`src/rtl/dma_csr_if.sv`:
```
// Flat CSR bus between the AXI-lite slave (master side) and a CSR register
// file (slave side).
//   csr_addr/csr_wen/csr_ren/csr_wdata : master -> slave
//   csr_rdata/csr_hit                  : slave -> master, combinational from csr_addr
interface dma_csr_if #(
  parameter int ADDR_W = 8,
  parameter int DATA_W = 32
);
  logic [ADDR_W-1:0] csr_addr;
  logic              csr_wen;
  logic              csr_ren;
  logic [DATA_W-1:0] csr_wdata;
  logic [DATA_W-1:0] csr_rdata;
  logic              csr_hit;

  modport master (output csr_addr, csr_wen, csr_ren, csr_wdata,
                  input  csr_rdata, csr_hit);
  modport slave  (input  csr_addr, csr_wen, csr_ren, csr_wdata,
                  output csr_rdata, csr_hit);
endinterface

```
`src/rtl/dma_csr_regfile.sv`:
```
// DMA control CSR window (0x50..0x54).
// Holds the DMA configuration, issues one-cycle start/abort pulses to the
// engine, tracks busy / sticky done+err / completion count and drives a
// registered level interrupt.
// Ports:
//   clk, rst_n            clock, async active-low reset
//   bus (slave)           flat CSR bus: addr/wen/ren/wdata in, rdata/hit out
//   dma_layer/count/burst configuration outputs
//   dma_start/dma_abort   1-cycle command pulses to the engine
//   dma_done/dma_error    1-cycle event pulses from the engine
//   irq                   IRQ_EN & (DONE | ERR), one cycle behind the status bits
module dma_csr_regfile #(
  parameter int ADDR_W    = 8,
  parameter int DATA_W    = 32,
  parameter int MAX_BURST = 64,
  parameter int DEF_BURST = 16
) (
  input  logic         clk,
  input  logic         rst_n,
  dma_csr_if.slave     bus,
  output logic [7:0]   dma_layer,
  output logic [31:0]  dma_count,
  output logic [7:0]   dma_burst,
  output logic         dma_start,
  output logic         dma_abort,
  input  logic         dma_done,
  input  logic         dma_error,
  output logic         irq
);

  localparam logic [ADDR_W-1:0] A_LAYER  = ADDR_W'(8'h50);
  localparam logic [ADDR_W-1:0] A_CTRL   = ADDR_W'(8'h51);
  localparam logic [ADDR_W-1:0] A_COUNT  = ADDR_W'(8'h52);
  localparam logic [ADDR_W-1:0] A_STATUS = ADDR_W'(8'h53);
  localparam logic [ADDR_W-1:0] A_BURST  = ADDR_W'(8'h54);

  logic [7:0]  layer_q, layer_d;
  logic [31:0] count_q, count_d;
  logic [7:0]  burst_q, burst_d;
  logic        irq_en_q, irq_en_d;
  logic        busy_q, busy_d;
  logic        done_q, done_d;
  logic        err_q, err_d;
  logic [15:0] xfer_q, xfer_d;
  logic        start_q, start_d;
  logic        abort_q, abort_d;
  logic        irq_q, irq_d;

  logic wr_ctrl, wr_status, cfg_wr_ok, start_req, abort_req, done_ev;
  logic unused_ren;

  // Read path is purely combinational; the read strobe carries no meaning here.
  assign unused_ren = bus.csr_ren;

  always_comb begin
    wr_ctrl   = bus.csr_wen && (bus.csr_addr == A_CTRL);
    wr_status = bus.csr_wen && (bus.csr_addr == A_STATUS);
    // Configuration is frozen while a transfer is in flight.
    cfg_wr_ok = bus.csr_wen && !busy_q;
    start_req = wr_ctrl && bus.csr_wdata[0];
    abort_req = wr_ctrl && bus.csr_wdata[1];
    // Completions only count against a transfer we actually started.
    done_ev   = dma_done && busy_q;

    layer_d  = layer_q;
    count_d  = count_q;
    burst_d  = burst_q;
    irq_en_d = irq_en_q;
    busy_d   = busy_q;
    done_d   = done_q;
    err_d    = err_q;
    xfer_d   = xfer_q;
    start_d  = 1'b0;
    abort_d  = 1'b0;

    if (cfg_wr_ok && bus.csr_addr == A_LAYER) layer_d = bus.csr_wdata[7:0];
    if (cfg_wr_ok && bus.csr_addr == A_COUNT) count_d = bus.csr_wdata[31:0];
    if (cfg_wr_ok && bus.csr_addr == A_BURST) begin
      if (bus.csr_wdata == '0)
        burst_d = 8'd1;
      else if (bus.csr_wdata > DATA_W'(MAX_BURST))
        burst_d = 8'(MAX_BURST);
      else
        burst_d = bus.csr_wdata[7:0];
    end
    if (wr_ctrl) irq_en_d = bus.csr_wdata[2];

    // Command handling: abort dominates start; start while busy is an error.
    if (abort_req) begin
      abort_d = 1'b1;
      busy_d  = 1'b0;
    end else if (start_req) begin
      if (busy_q) err_d = 1'b1;
      else begin
        start_d = 1'b1;
        busy_d  = 1'b1;
      end
    end

    // W1C first so that a coincident hardware set overrides the clear.
    if (wr_status && bus.csr_wdata[1]) done_d = 1'b0;
    if (wr_status && bus.csr_wdata[2]) err_d  = 1'b0;

    if (done_ev) begin
      busy_d = 1'b0;
      done_d = 1'b1;
      xfer_d = xfer_q + 16'd1;
    end
    if (dma_error) begin
      busy_d = 1'b0;
      err_d  = 1'b1;
    end

    irq_d = irq_en_q && (done_q || err_q);
  end

  always_ff @(posedge clk or negedge rst_n) begin
    if (!rst_n) begin
      layer_q  <= '0;
      count_q  <= '0;
      burst_q  <= 8'(DEF_BURST);
      irq_en_q <= 1'b0;
      busy_q   <= 1'b0;
      done_q   <= 1'b0;
      err_q    <= 1'b0;
      xfer_q   <= '0;
      start_q  <= 1'b0;
      abort_q  <= 1'b0;
      irq_q    <= 1'b0;
    end else begin
      layer_q  <= layer_d;
      count_q  <= count_d;
      burst_q  <= burst_d;
      irq_en_q <= irq_en_d;
      busy_q   <= busy_d;
      done_q   <= done_d;
      err_q    <= err_d;
      xfer_q   <= xfer_d;
      start_q  <= start_d;
      abort_q  <= abort_d;
      irq_q    <= irq_d;
    end
  end

  always_comb begin
    bus.csr_rdata = '0;
    bus.csr_hit   = 1'b1;
    case (bus.csr_addr)
      A_LAYER:  bus.csr_rdata = DATA_W'(layer_q);
      A_CTRL:   bus.csr_rdata = DATA_W'({irq_en_q, 2'b00});
      A_COUNT:  bus.csr_rdata = DATA_W'(count_q);
      A_STATUS: bus.csr_rdata = DATA_W'({xfer_q, 13'd0, err_q, done_q, busy_q});
      A_BURST:  bus.csr_rdata = DATA_W'(burst_q);
      default:  bus.csr_hit   = 1'b0;
    endcase
  end

  assign dma_layer = layer_q;
  assign dma_count = count_q;
  assign dma_burst = burst_q;
  assign dma_start = start_q;
  assign dma_abort = abort_q;
  assign irq       = irq_q;

endmodule
```
`src/flat_wrapper.sv`:
```
// flat-port wrapper written by rule: the top's interface ports become plain ports
module dma_csr_regfile_flat 
#(
  parameter int ADDR_W    = 8,
  parameter int DATA_W    = 32,
  parameter int MAX_BURST = 64,
  parameter int DEF_BURST = 16
)
  (clk, rst_n, dma_layer, dma_count, dma_burst, dma_start, dma_abort, dma_done, dma_error, irq, bus_csr_addr, bus_csr_wen, bus_csr_ren, bus_csr_wdata, bus_csr_rdata, bus_csr_hit);
  dma_csr_if #(.ADDR_W(ADDR_W), .DATA_W(DATA_W)) bus_i ();
  input  logic clk;
  input  logic rst_n;
  output logic [7:0] dma_layer;
  output logic [31:0] dma_count;
  output logic [7:0] dma_burst;
  output logic dma_start;
  output logic dma_abort;
  input  logic dma_done;
  input  logic dma_error;
  output logic irq;
  input wire logic [$bits(bus_i.csr_addr)-1:0] bus_csr_addr;
  input wire logic [$bits(bus_i.csr_wen)-1:0] bus_csr_wen;
  input wire logic [$bits(bus_i.csr_ren)-1:0] bus_csr_ren;
  input wire logic [$bits(bus_i.csr_wdata)-1:0] bus_csr_wdata;
  output wire logic [$bits(bus_i.csr_rdata)-1:0] bus_csr_rdata;
  output wire logic [$bits(bus_i.csr_hit)-1:0] bus_csr_hit;
  assign bus_i.csr_addr = bus_csr_addr;
  assign bus_i.csr_wen = bus_csr_wen;
  assign bus_i.csr_ren = bus_csr_ren;
  assign bus_i.csr_wdata = bus_csr_wdata;
  assign bus_csr_rdata = bus_i.csr_rdata;
  assign bus_csr_hit = bus_i.csr_hit;
  dma_csr_regfile #(.ADDR_W(ADDR_W), .DATA_W(DATA_W), .MAX_BURST(MAX_BURST), .DEF_BURST(DEF_BURST)) u_core (.clk(clk), .rst_n(rst_n), .bus(bus_i), .dma_layer(dma_layer), .dma_count(dma_count), .dma_burst(dma_burst), .dma_start(dma_start), .dma_abort(dma_abort), .dma_done(dma_done), .dma_error(dma_error), .irq(irq));
endmodule
```
`config.mk`:
```
export PLATFORM = sky130hd
export DESIGN_NAME = dma_csr_regfile_flat
export DESIGN_NICKNAME = d
export VERILOG_FILES = /design/src/rtl/dma_csr_if.sv /design/src/rtl/dma_csr_regfile.sv /design/src/flat_wrapper.sv
export SDC_FILE = /design/constraint.sdc
export NUM_CORES = 1
export LEC_CHECK = 0
export CAP_MARGIN = 30
export CORE_ASPECT_RATIO = 0.5
export CORE_MARGIN = 3
export CORE_UTILIZATION = 32
export CTS_CLUSTER_SIZE = 20
export DETAILED_ROUTE_END_ITERATION = 12
export PLACE_DENSITY = 0.66
export SLEW_MARGIN = 20
export SYNTH_ARGS = -nofsm -noshare
export SYNTH_HDL_FRONTEND = slang
export SYNTH_SLANG_ARGS = --single-unit
```
`constraint.sdc`:
```
create_clock -name clk -period 3.15 [get_ports clk]
set_clock_uncertainty 0.15 [all_clocks]
set_input_delay 0.7875 -clock clk [delete_from_list [all_inputs] [get_ports clk]]
set_output_delay 0.7875 -clock clk [all_outputs]
set_load 0.02 [all_outputs]
```
==> Flow_metrics.wiki, run 1 <==
{| class="wikitable"
! Metric !! Value
|-
| Result of the run || finished, violations left
|-
| Violations in the final reports || negative setup slack
|-
| IO Port Bufs || 128
|-
| All-layer global routing usage || between 15 and 20%
|-
| Count of nets after finishing || approximately 480
|-
| Residual DRC count || 0
|-
| DRT Wirelength || 10.8 mm
|-
| Sequential-to-total area share from yosys stat || around half
|-
| Required time at the worst-slack endpoint || 2210 ps
|-
| FF-to-FF path depth || 4
|-
| Core box area || roughly 10000 um2
|-
| DRT antenna net count || 0
|-
| Data arrival, critical path || 2220 ps
|-
| GPL Wtd Cong || about 0.80
|-
| Post-DP HPWL || ~7.3 mm
|-
| Max-slew headroom || between 50% and 60%
|-
| Asr flop ratio synth || 100%
|-
| Root buffer selected by CTS || sky130_fd_sc_hd__clkbuf_16
|-
| Upper clock frequency limit || around 320 MHz
|-
| Final Instance Count excl. Fillers || a little under 600
|-
| Sink count of the clock tree || between 70 and 80
|-
| Minimum period implied by the final worst setup slack || ~3200 ps
|-
| Clock tree from TritonCTS || done
|-
| Die Span X || about 150 um
|-
| Mapped cell area || roughly 3500 um2
|-
| Total of flip-flops plus latches after synthesis || 71
|-
| Crit end category || output port
|-
| Initial DRT Pass Iterations || 5
|-
| Share of cells above drive strength 1 || between 30% and 40%
|-
| Number of distinct library cell variants in the gate-level netlist after synthesis || between 40 and 50
|-
| Worst IR drop on VDD || 308 uV
|-
| Via count of the first global-routing pass || ~3000
|-
| Post-CTS Hold Fix Bufs || 0
|-
| Crit path capture || bus_csr_rdata[0]
|-
| Post-Synthesis Mean Instance Area || about 13 um2
|-
| Wire length of the first global-routing pass || approximately 17 mm
|-
| Unrepaired setup endpoints after global routing || true
|-
| Maximum clock path buffer count || 2
|-
| Antenna diode count || 0
|-
| Detail-routed net length per standard cell || around 19 um
|-
| Worst setup path start || bus_csr_addr[1]
|-
| Die outline height || approximately 80 um
|-
| Final number of hold-violating endpoints || 0
|-
| Hold Crit Class || in2async
|-
| Initial core utilization || between 30 and 40%
|-
| Starting DRC count in detailed routing || 96
|-
| Number of top-level pins || 130
|-
| Path type of the worst setup path || in2out
|-
| Register-to-register setup slack || approximately 1200 ps
|-
| Actual transition at the worst max-transition pin || 612 ps
|-
| Synth Net Count || between 300 and 400
|-
| Final count of pins violating max slew || 0
|-
| Synth Warn # || 0
|-
| PnR worst setup slack || -4.69 ps
|-
| Die area || 12200 um2
|-
| Clock-pin slew on the worst setup and hold paths || ~60 ps
|-
| Worst reg2reg startpoint || u_core.busy_q$_DFFE_PN0P_
|-
| Synthesized instance count || ~280
|-
| Post-synth EDFFs || 0
|-
| Tot Pwr || between 2 and 2.5 mW
|-
| Final setup violating endpoints || 1
|-
| Period utilization || 100%
|-
| Relative area change from synthesis to final layout || 55.4%
|-
| Maxcap violations || 0
|-
| Total grt overflow || 0
|-
| Power density normalized to cell area || about 400 nW/um2
|-
| Clock latency reported for the late side of the worst-skew pair || 330 ps
|-
| Number of rows created at floorplan || 26
|-
| Category of the worst setup path launch point || primary input
|-
| Leakage component of the power || 2.59 nW
|-
| Via count || around 2800
|-
| Antenna violations before repair || 0
|-
| Number of cells after detailed placement || 551
|-
| Largest fanout on the critical path || 5
|-
| FF-to-FF End || u_core.xfer_q[11]$_DFFE_PN0P_
|-
| Vias per cell || ~4.9
|-
| # H-tree levels || 3
|-
| Top flip-flop cell by instance count after synthesis || sky130_fd_sc_hd__dfrtp_1
|-
| Num CTS Buffers || 9
|-
| Largest net degree at the start of global routing || 72
|}
==> cell families after synthesis <==
group                      count (synthesis)  share of synthesized area [%]
DFF                                       71                           51.2
xor gates and xnor gates                  15                           3.78
and+or+nand+nor                           88                           14.7
buffers and inverters                     12                           2.05
AOI/OAI and AO/OA                         42                           9.40
muxes                                     48                           18.6
adders and majority gates                  1                          0.360
==> metrics by stage <==
stage / utilization (%) / setup slack [ps] / cell area (um2) / setup TNS [ps] / hold slack (ps)
6_report: 52.0 / -4.69 / 5400 / -4.69 / 306
5_1_grt: 52.0 / -59.0 / 5400 / -841 / 331
4_1_cts: 51.8 / 1.82 / 5380 / 0 / 325
3_5_place_dp: 48.5 / -667 / 5040 / -20950 / 317
3_3_place_gp: 48.5 / -660 / 5040 / -20410 / 311
2_1_floorplan: - / 96.5 / 3470 / 0 / 296
==> state kept, by name, summed over array words and instances (netlist names) <==
register,flops
u_core.dma_start,1
u_core.dma_count,32
u_core.irq_en_q,1
u_core.done_q,1
u_core.irq,1
u_core.dma_layer,8
u_core.err_q,1
u_core.dma_burst,8
u_core.dma_abort,1
u_core.xfer_q,16
u_core.busy_q,1
==> Yosys cell counts, types with 4 or more instances <==
master / number / area share, %
sky130_fd_sc_hd__xnor2_1: 8 / 2.0
sky130_fd_sc_hd__nand4_1: 5 / 0.90
sky130_fd_sc_hd__nor4_1: 7 / 1.3
sky130_fd_sc_hd__mux2i_1: 6 / 1.7
sky130_fd_sc_hd__o21ai_0: 8 / 1.2
sky130_fd_sc_hd__nor2_1: 10 / 1.1
sky130_fd_sc_hd__dfrtp_1: 70 / 50
sky130_fd_sc_hd__a22o_1: 18 / 4.5
sky130_fd_sc_hd__a31o_2: 5 / 1.3
sky130_fd_sc_hd__mux2_4: 30 / 13
sky130_fd_sc_hd__clkbuf_1: 4 / 0.43
sky130_fd_sc_hd__nand3_1: 8 / 1.2
sky130_fd_sc_hd__mux2_2: 12 / 3.9
sky130_fd_sc_hd__nor3_1: 5 / 0.72
sky130_fd_sc_hd__xor2_1: 7 / 1.8
sky130_fd_sc_hd__and2_1: 14 / 2.5
sky130_fd_sc_hd__and4_1: 4 / 1.0
sky130_fd_sc_hd__nand2_1: 16 / 1.7
sky130_fd_sc_hd__and3_1: 4 / 0.72
sky130_fd_sc_hd__nor2b_1: 4 / 0.72
==> power by group <==
part | switching [mW] | internal (mW)
logic | 0.117 | 0.143
registers | 0.0239 | 0.940
clock network | 0.395 | 0.532
total | 0.536 | 1.61
==> cells in the final DEF (no fill, tap or decap), types with 6 or more instances in the layout <==
cell type,synthesis,routed
sky130_fd_sc_hd__a22o_1,18,18
sky130_fd_sc_hd__clkdlybuf4s50_1,0,86
sky130_fd_sc_hd__mux2i_1,6,6
sky130_fd_sc_hd__mux2_2,12,12
sky130_fd_sc_hd__nor4_1,7,7
sky130_fd_sc_hd__buf_6,3,10
sky130_fd_sc_hd__mux2_4,30,30
sky130_fd_sc_hd__buf_4,0,27
sky130_fd_sc_hd__and2_1,14,14
sky130_fd_sc_hd__buf_2,3,21
sky130_fd_sc_hd__dfrtp_1,70,70
sky130_fd_sc_hd__nor2_1,10,9
sky130_fd_sc_hd__clkbuf_16,0,9
sky130_fd_sc_hd__nand3_1,8,8
sky130_fd_sc_hd__nand2_1,16,16
sky130_fd_sc_hd__xnor2_1,8,8
sky130_fd_sc_hd__xor2_1,7,7
==> routing by layer <==
| layer | vias up | part of all wire [%] | global-route usage, % |
|---|---|---|---|
| li1 | 1345 | - | - |
| met1 | 1417 | 45 | 23.0 |
| met2 | 61 | 50 | 30.4 |
| met3 | 15 | 3.8 | 4.66 |
| met4 | 0 | 1.6 | 5.29 |
| met5 | - | 0 | 0 |
==> critical path, stage by stage <==
cell and delay [ps]:
sky130_fd_sc_hd__dlygate4sd2_1 270, sky130_fd_sc_hd__nor2b_4 150, sky130_fd_sc_hd__and4_4 220, sky130_fd_sc_hd__buf_4 140, sky130_fd_sc_hd__buf_12 130, sky130_fd_sc_hd__a221o_1 350, sky130_fd_sc_hd__buf_4 170
==> cell type report <==
| cell class | instances | area, um2 |
|---|---|---|
| fillers | 931 | 4980 |
| repair buffers | 157 | 1510 |
| flip-flops and latches | 71 | 1780 |
| clock buffers | 9 | 225 |
| inverters | 1 | 3.75 |
| well taps | 140 | 175 |
| clock inverters | 7 | 50.0 |
| multi-input cells | 194 | 1660 |
==> worst min-delay path by stage <==
stage	from	endpoint	slack (ps)
2_1_floorplan	u_core.xfer_q[15]$_DFFE_PN0P_	u_core.xfer_q[15]$_DFFE_PN0P_	300
6_report	rst_n	u_core.dma_count[24]$_DFFE_PN0P_	310
5_1_grt	rst_n	u_core.dma_count[24]$_DFFE_PN0P_	330
4_1_cts	u_core.xfer_q[15]$_DFFE_PN0P_	u_core.xfer_q[15]$_DFFE_PN0P_	320
3_3_place_gp	u_core.xfer_q[15]$_DFFE_PN0P_	u_core.xfer_q[15]$_DFFE_PN0P_	310
3_5_place_dp	u_core.xfer_q[15]$_DFFE_PN0P_	u_core.xfer_q[15]$_DFFE_PN0P_	320
==> timing repair <==
action                                  CTS  global route
gates cloned                              4             0
setup buffers                             8             1
pin swaps                                 2             4
endpoints found under the setup margin   33            25
resized for setup                       169            24
Note: power is estimated with default switching activity, not from simulation.
==> run 2: changes to the inputs <==
GPL_TIMING_DRIVEN = 0   (was unset)
==> Flow_metrics.wiki, run 2 (synthesis results as in run 1) <==
{| class="wikitable"
! Metric !! Value
|-
| Result of the run || finished, violations left (unchanged)
|-
| Violations in the final reports || negative setup slack (unchanged)
|-
| Final count of pins violating max slew || 0 (unchanged)
|-
| Minimum period implied by the final worst setup slack || 3160 ps (was 3150 ps)
|-
| Category of the worst setup path launch point || primary input (unchanged)
|-
| Hold Crit Class || in2async (unchanged)
|-
| Share of cells above drive strength 1 || 33.9% (was 31.7%)
|-
| Largest net degree at the start of global routing || 50 (was 72)
|-
| Register-to-register setup slack || 1000 ps (was 1210 ps)
|-
| # H-tree levels || 3 (unchanged)
|-
| Worst hold margin || 196 ps (was 306 ps)
|-
| Unrepaired setup endpoints after global routing || true (unchanged)
|-
| Setup total negative slack || -47.7 ps (was -4.69 ps)
|-
| GPL Wtd Cong || 0.848 (was 0.803)
|-
| Die area || 12200 um2 (unchanged)
|-
| Placed standard-cell area || 4960 um2 (was 5040 um2)
|-
| Clock latency reported for the late side of the worst-skew pair || 330 ps (about the same)
|-
| Clk network pwr share || 45.3% (was 43.1%)
|-
| Root buffer selected by CTS || sky130_fd_sc_hd__clkbuf_16 (unchanged)
|-
| Commonest non-fill, non-tap cells in the layout || sky130_fd_sc_hd__clkdlybuf4s50_1, sky130_fd_sc_hd__dfrtp_1, sky130_fd_sc_hd__mux2_4, sky130_fd_sc_hd__buf_6, sky130_fd_sc_hd__a22o_1 (was sky130_fd_sc_hd__clkdlybuf4s50_1, sky130_fd_sc_hd__dfrtp_1, sky130_fd_sc_hd__mux2_4, sky130_fd_sc_hd__buf_4, sky130_fd_sc_hd__buf_2)
|-
| Number of rows created at floorplan || 26 (unchanged)
|-
| Post-CTS Hold Fix Bufs || 0 (unchanged)
|-
| Relative area change from synthesis to final layout || 56.6% (was 55.4%)
|-
| Period utilization || 100% (about the same)
|-
| FF-to-FF path depth || 4 (unchanged)
|-
| Utilization of the core after routing || 52.4% (was 52.0%)
|-
| Max reg flops || 32 (unchanged)
|-
| Worst reg2reg startpoint || u_core.busy_q$_DFFE_PN0P_ (unchanged)
|-
| Count of nets after finishing || 475 (was 481)
|-
| PnR worst setup slack || -14.0 ps (was -4.69 ps)
|-
| FF-to-FF End || u_core.dma_layer[6]$_DFFE_PN0P_ (was u_core.xfer_q[11]$_DFFE_PN0P_)
|-
| Switch share || 23.9% (was 24.9%)
|-
| Antenna diode count || 0 (unchanged)
|-
| Final setup violating endpoints || 5 (was 1)
|-
| Total grt overflow || 0 (unchanged)
|-
| Core box area || 10400 um2 (unchanged)
|-
| Die Span X || 153 um (unchanged)
|-
| Comb pwr share || 11.5% (was 12.1%)
|-
| Required time at the worst-slack endpoint || 2210 ps (about the same)
|-
| Crit end category || output port (unchanged)
|-
| Upper clock frequency limit || 316 MHz (was 317 MHz)
|-
| Max-slew headroom || 61.5% (was 59.1%)
|-
| Power density normalized to cell area || 410 nW/um2 (was 398 nW/um2)
|-
| Leading cell type in the layout, fill and taps excluded || sky130_fd_sc_hd__clkdlybuf4s50_1 (unchanged)
|-
| Data arrival, critical path || 2230 ps (was 2220 ps)
|-
| Sequential Power Share || 43.2% (was 44.8%)
|-
| Largest fanout on the critical path || 6 (was 5)
|-
| Internal power contribution || 1.70 mW (was 1.61 mW)
|-
| Detail-routed net length per standard cell || 18.4 um (was 18.6 um)
|-
| All-layer global routing usage || 17.3% (was 18.0%)
|-
| Switching power summed over all nets || 0.534 mW (was 0.536 mW)
|-
| Path type of the worst setup path || in2out (unchanged)
|-
| DRT antenna net count || 0 (unchanged)
|-
| Sink count of the clock tree || 71 (unchanged)
|-
| Maxcap violations || 0 (unchanged)
|-
| Initial core utilization || 33.5% (unchanged)
|-
| Number of fill cells in the layout || 929 (was 931)
|-
| Total non-filler cell area in the finished layout || 5440 um2 (was 5400 um2)
|-
| Clock-pin slew on the worst setup and hold paths || 60 ps (about the same)
|-
| Die outline height || 79.7 um (unchanged)
|-
| Tot Pwr || 2.23 mW (was 2.15 mW)
|-
| Worst IR drop on VDD || 252 uV (was 308 uV)
|-
| Maximum clock path buffer count || 2 (unchanged)
|-
| Number of top-level pins || 130 (unchanged)
|-
| DRT Wirelength || 10.6 mm (was 10.8 mm)
|-
| Initial DRT Pass Iterations || 4 (was 5)
|-
| Final number of hold-violating endpoints || 0 (unchanged)
|-
| Via count of the first global-routing pass || 2861 (was 2966)
|-
| Wire length of the first global-routing pass || 16.3 mm (was 17.0 mm)
|-
| IO Port Bufs || 128 (unchanged)
|-
| Num CTS Buffers || 9 (unchanged)
|-
| Leakage component of the power || 2.59 nW (about the same)
|-
| Clock tree from TritonCTS || done (unchanged)
|-
| Antenna violations before repair || 0 (unchanged)
|-
| Residual DRC count || 0 (unchanged)
|-
| Post-DP HPWL || 7.66 mm (was 7.34 mm)
|-
| Actual transition at the worst max-transition pin || 573 ps (was 612 ps)
|-
| Via count || 2845 (was 2838)
|-
| Starting DRC count in detailed routing || 133 (was 96)
|-
| Vias per cell || 4.97 (was 4.90)
|}
## run 2: layout make-up
type	count	area, um2	area share, %
inverter	1	3.75	0.0690
buffer	11	131	2.41
tap	140	175	3.22
sequential	71	1780	32.7
multi-input combinational	194	1710	31.4
timing repair buffer	140	1350	24.7
clock buffer	10	229	4.21
clock inverter	6	68.8	1.26
## run 2: worst max-delay path by stage
| stage | slack [ps] | to | from | cells after the start |
|---|---|---|---|---|
| finish | -10 | bus_csr_rdata[26] | bus_csr_addr[2] | 7 |
| global route | -60 | bus_csr_rdata[30] | bus_csr_addr[2] | 7 |
| CTS | 0.1 | bus_csr_rdata[6] | bus_csr_addr[5] | 8 |
| detailed placement | -1240 | bus_csr_rdata[18] | bus_csr_addr[3] | 7 |
| global placement | -1370 | u_core.dma_layer[3]$_DFFE_PN0P_ | rst_n | 1 |
| floorplan | 100 | bus_csr_rdata[18] | bus_csr_addr[3] | 5 |
## run 2: critical path: stages
cell and delay (ps):
sky130_fd_sc_hd__clkdlybuf4s15_1 300, sky130_fd_sc_hd__nor2b_4 220, sky130_fd_sc_hd__and4b_2 340, sky130_fd_sc_hd__buf_6 170, sky130_fd_sc_hd__clkbuf_16 150, sky130_fd_sc_hd__a22o_1 120, sky130_fd_sc_hd__buf_4 130
## run 2: power by group through the flow
stage | Clock [mW] | Combinational (mW) | Sequential [mW]
2_1_floorplan | 0 | 0.0551 | 1.01
3_3_place_gp | 0 | 0.244 | 0.979
3_5_place_dp | 0 | 0.249 | 0.979
4_1_cts | 1.03 | 0.254 | 0.963
5_1_grt | 1.08 | 0.271 | 0.968
6_report | 1.01 | 0.256 | 0.964
## run 2: timing repair
action	4_1_cts	5_1_grt
pin swaps	3	3
gates cloned	2	1
hold endpoints to repair	0	0
resized for setup	197	36
setup buffers	5	3
endpoints found under the setup margin	33	30
## run 2: per-layer routing
metal / share of wire [%] / up-vias / routed length (um) / GRT usage [%]
li1: - / 1333 / - / -
met1: 44 / 1427 / 4690 / 22.5
met2: 50 / 66 / 5310 / 28.5
met3: 3.5 / 19 / 372 / 4.66
met4: 1.8 / 0 / 192 / 5.11
met5: 0 / - / 0 / 0
## run 2: per-stage QoR
stage                     std cells  setup slack [ps]
after detailed placement        546             -1240
after global routing            573             -58.5
after floorplan                 277              96.5
final                           573             -14.0
after CTS                       569             0.110
after global placement          545             -1370
==> run 3: changes to the inputs <==
CTS_BUF_LIST = sky130_fd_sc_hd__clkbuf_2 sky130_fd_sc_hd__clkbuf_4 sky130_fd_sc_hd__clkbuf_8   (was unset)
==> Flow_metrics.wiki, run 3 (synthesis results as in run 1) <==
{| class="wikitable"
! Metric !! Value
|-
| Tot Pwr || 1.95 mW (was 2.23 mW)
|-
| Clk network pwr share || 37.6% (was 45.3%)
|-
| Initial core utilization || 33.5% (unchanged)
|-
| Die outline height || 79.7 um (unchanged)
|-
| Utilization of the core after routing || 51.5% (was 52.4%)
|-
| Required time at the worst-slack endpoint || 2210 ps (about the same)
|-
| Layer with the highest usage after global routing || met2 (unchanged)
|-
| Max reg flops || 32 (unchanged)
|-
| Clock-pin slew on the worst setup and hold paths || 80 ps (was 60 ps)
|-
| Die Span X || 153 um (unchanged)
|-
| Post-DP HPWL || 7.66 mm (unchanged)
|-
| Antenna violations before repair || 0 (unchanged)
|-
| Die area || 12200 um2 (unchanged)
|-
| Wire length of the first global-routing pass || 16.1 mm (was 16.3 mm)
|-
| Clock tree from TritonCTS || done (unchanged)
|-
| Maxcap violations || 0 (unchanged)
|-
| Max-slew headroom || 63.1% (was 61.5%)
|-
| Largest net degree at the start of global routing || 50 (unchanged)
|-
| Number of top-level pins || 130 (unchanged)
|-
| Detail-routed net length per standard cell || 18.2 um (was 18.4 um)
|-
| Unrepaired setup endpoints after global routing || true (unchanged)
|-
| Internal power contribution || 1.46 mW (was 1.70 mW)
|-
| GPL Wtd Cong || 0.848 (unchanged)
|-
| Largest fanout on the critical path || 5 (was 6)
|-
| Number of rows created at floorplan || 26 (unchanged)
|-
| Comb pwr share || 13.0% (was 11.5%)
|-
| Placed standard-cell area || 4960 um2 (unchanged)
|-
| Via count || 2830 (was 2845)
|-
| Sink count of the clock tree || 71 (unchanged)
|-
| Worst IR drop on VDD || 166 uV (was 252 uV)
|-
| Leakage component of the power || 2.56 nW (was 2.59 nW)
|-
| Core box area || 10400 um2 (unchanged)
|-
| Commonest non-fill, non-tap cells in the layout || sky130_fd_sc_hd__clkdlybuf4s50_1, sky130_fd_sc_hd__dfrtp_1, sky130_fd_sc_hd__mux2_4, sky130_fd_sc_hd__a22o_1, sky130_fd_sc_hd__buf_6 (was sky130_fd_sc_hd__clkdlybuf4s50_1, sky130_fd_sc_hd__dfrtp_1, sky130_fd_sc_hd__mux2_4, sky130_fd_sc_hd__buf_6, sky130_fd_sc_hd__a22o_1)
|-
| Actual transition at the worst max-transition pin || 552 ps (was 573 ps)
|-
| Kind of cell adding the most delay to the critical path || simple AND/OR/NAND/NOR gates (was buffers and inverters)
|-
| Sequence of cells on the critical path || buf_6 -> nor4b_4 -> buf_4 -> nand2_1 -> nor3_2 -> a221o_1 -> buf_2 (was clkdlybuf4s15_1 -> nor2b_4 -> and4b_2 -> buf_6 -> clkbuf_16 -> a22o_1 -> buf_4)
|-
| IO Port Bufs || 128 (unchanged)
|-
| Final setup violating endpoints || 1 (was 5)
|-
| Category of the worst setup path launch point || primary input (unchanged)
|-
| Path type of the worst setup path || in2out (unchanged)
|-
| Starting DRC count in detailed routing || 147 (was 133)
|-
| Root buffer selected by CTS || sky130_fd_sc_hd__clkbuf_8 (was sky130_fd_sc_hd__clkbuf_16)
|-
| Met2 Track Usage GR || 28.2% (was 28.5%)
|-
| Max incr delay on CP || 360 ps (was 340 ps)
|-
| Post-CTS Hold Fix Bufs || 0 (unchanged)
|-
| Count of nets after finishing || 475 (unchanged)
|-
| PnR worst setup slack || -8.29 ps (was -14.0 ps)
|-
| Relative area change from synthesis to final layout || 53.9% (was 56.6%)
|-
| Power density normalized to cell area || 365 nW/um2 (was 410 nW/um2)
|-
| Violations in the final reports || negative setup slack (unchanged)
|-
| Result of the run || finished, violations left (unchanged)
|-
| Data arrival, critical path || 2220 ps (was 2230 ps)
|-
| Leading cell type in the layout, fill and taps excluded || sky130_fd_sc_hd__clkdlybuf4s50_1 (unchanged)
|-
| Via count of the first global-routing pass || 2859 (was 2861)
|-
| Share of cells above drive strength 1 || 33.9% (unchanged)
|-
| Hold Crit Class || in2async (unchanged)
|-
| Maximum clock path buffer count || 2 (unchanged)
|-
| All-layer global routing usage || 17.0% (was 17.3%)
|-
| Residual DRC count || 0 (unchanged)
|-
| Total non-filler cell area in the finished layout || 5350 um2 (was 5440 um2)
|-
| Antenna diode count || 0 (unchanged)
|-
| DRT antenna net count || 0 (unchanged)
|-
| # H-tree levels || 3 (unchanged)
|-
| Period utilization || 100% (about the same)
|-
| Switching power summed over all nets || 0.495 mW (was 0.534 mW)
|-
| DRT Wirelength || 10.5 mm (was 10.6 mm)
|-
| Total grt overflow || 0 (unchanged)
|-
| Sequential Power Share || 49.3% (was 43.2%)
|-
| Num CTS Buffers || 9 (unchanged)
|-
| Switch share || 25.4% (was 23.9%)
|-
| Upper clock frequency limit || 317 MHz (was 316 MHz)
|-
| Global Route met1 Usage || 22.4% (was 22.5%)
|-
| Crit path max-delay cell type || sky130_fd_sc_hd__nor4b_4 (was sky130_fd_sc_hd__and4b_2)
|-
| Minimum period implied by the final worst setup slack || 3160 ps (about the same)
|-
| Crit end category || output port (unchanged)
|-
| Final number of hold-violating endpoints || 0 (unchanged)
|-
| Grt met3 use || 4.01% (was 4.66%)
|-
| Crit path buf inv count || 3 (was 4)
|-
| Initial DRT Pass Iterations || 4 (unchanged)
|-
| Vias per cell || 4.94 (was 4.97)
|-
| Clock latency reported for the late side of the worst-skew pair || 350 ps (was 330 ps)
|-
| Final count of pins violating max slew || 0 (unchanged)
|}
==> run 3: timing repair <==
item / in CTS / in global routing
setup buffers: 5 / 3
pin swaps: 3 / 2
cloned: 2 / 1
endpoints found under the setup margin: 33 / 30
resized for setup: 199 / 30
==> run 3: per-stage QoR <==
step	hold slack [ps]	cells	setup WS [ps]	TNS [ps]
finish	173	573	-8.29	-8.29
global route	172	573	-67.0	-402
CTS	164	569	2.44	0
detailed placement	334	546	-1240	-35790
global placement	313	545	-1370	-131500
floorplan	296	277	96.5	0
==> run 3: final timing paths <==
kind	endpoint	start	cells after the start	slack, ps
worst max register to register	u_core.dma_layer[6]$_DFFE_PN0P_	u_core.busy_q$_DFFE_PN0P_	4	990
min in group clk	u_core.xfer_q[13]$_DFFE_PN0P_	u_core.xfer_q[13]$_DFFE_PN0P_	1	350
max in group asynchronous	u_core.dma_burst[4]$_DFFE_PN1P_	rst_n	2	2070
worst min register to register	u_core.xfer_q[13]$_DFFE_PN0P_	u_core.xfer_q[13]$_DFFE_PN0P_	1	350
worst min-delay path	u_core.dma_count[24]$_DFFE_PN0P_	rst_n	1	170
worst max-delay path	bus_csr_rdata[1]	bus_csr_addr[7]	7	-8
==> run 3: cell type report <==
type | instances | area, um2
clock buffers | 10 | 131
clock inverters | 6 | 68.8
plain buffers | 11 | 131
multi-input cells | 194 | 1710
fillers | 943 | 5030
flip-flops and latches | 71 | 1780
repair buffers | 140 | 1350
well taps | 140 | 175
inverters | 1 | 3.75
==> run 3: power groups by stage <==
stage / Sequential [mW] / Clock [mW] / Combinational (mW)
6_report: 0.963 / 0.734 / 0.254
5_1_grt: 0.966 / 0.801 / 0.270
4_1_cts: 0.962 / 0.757 / 0.254
3_5_place_dp: 0.979 / 0 / 0.249
3_3_place_gp: 0.979 / 0 / 0.244
2_1_floorplan: 1.01 / 0 / 0.0551
==> run 3: layer usage <==
layer / vias to the layer above / routed length, um
met5: - / 0
li1: 1329 / -
met4: 0 / 197
met2: 62 / 5190
met1: 1419 / 4760
met3: 20 / 317
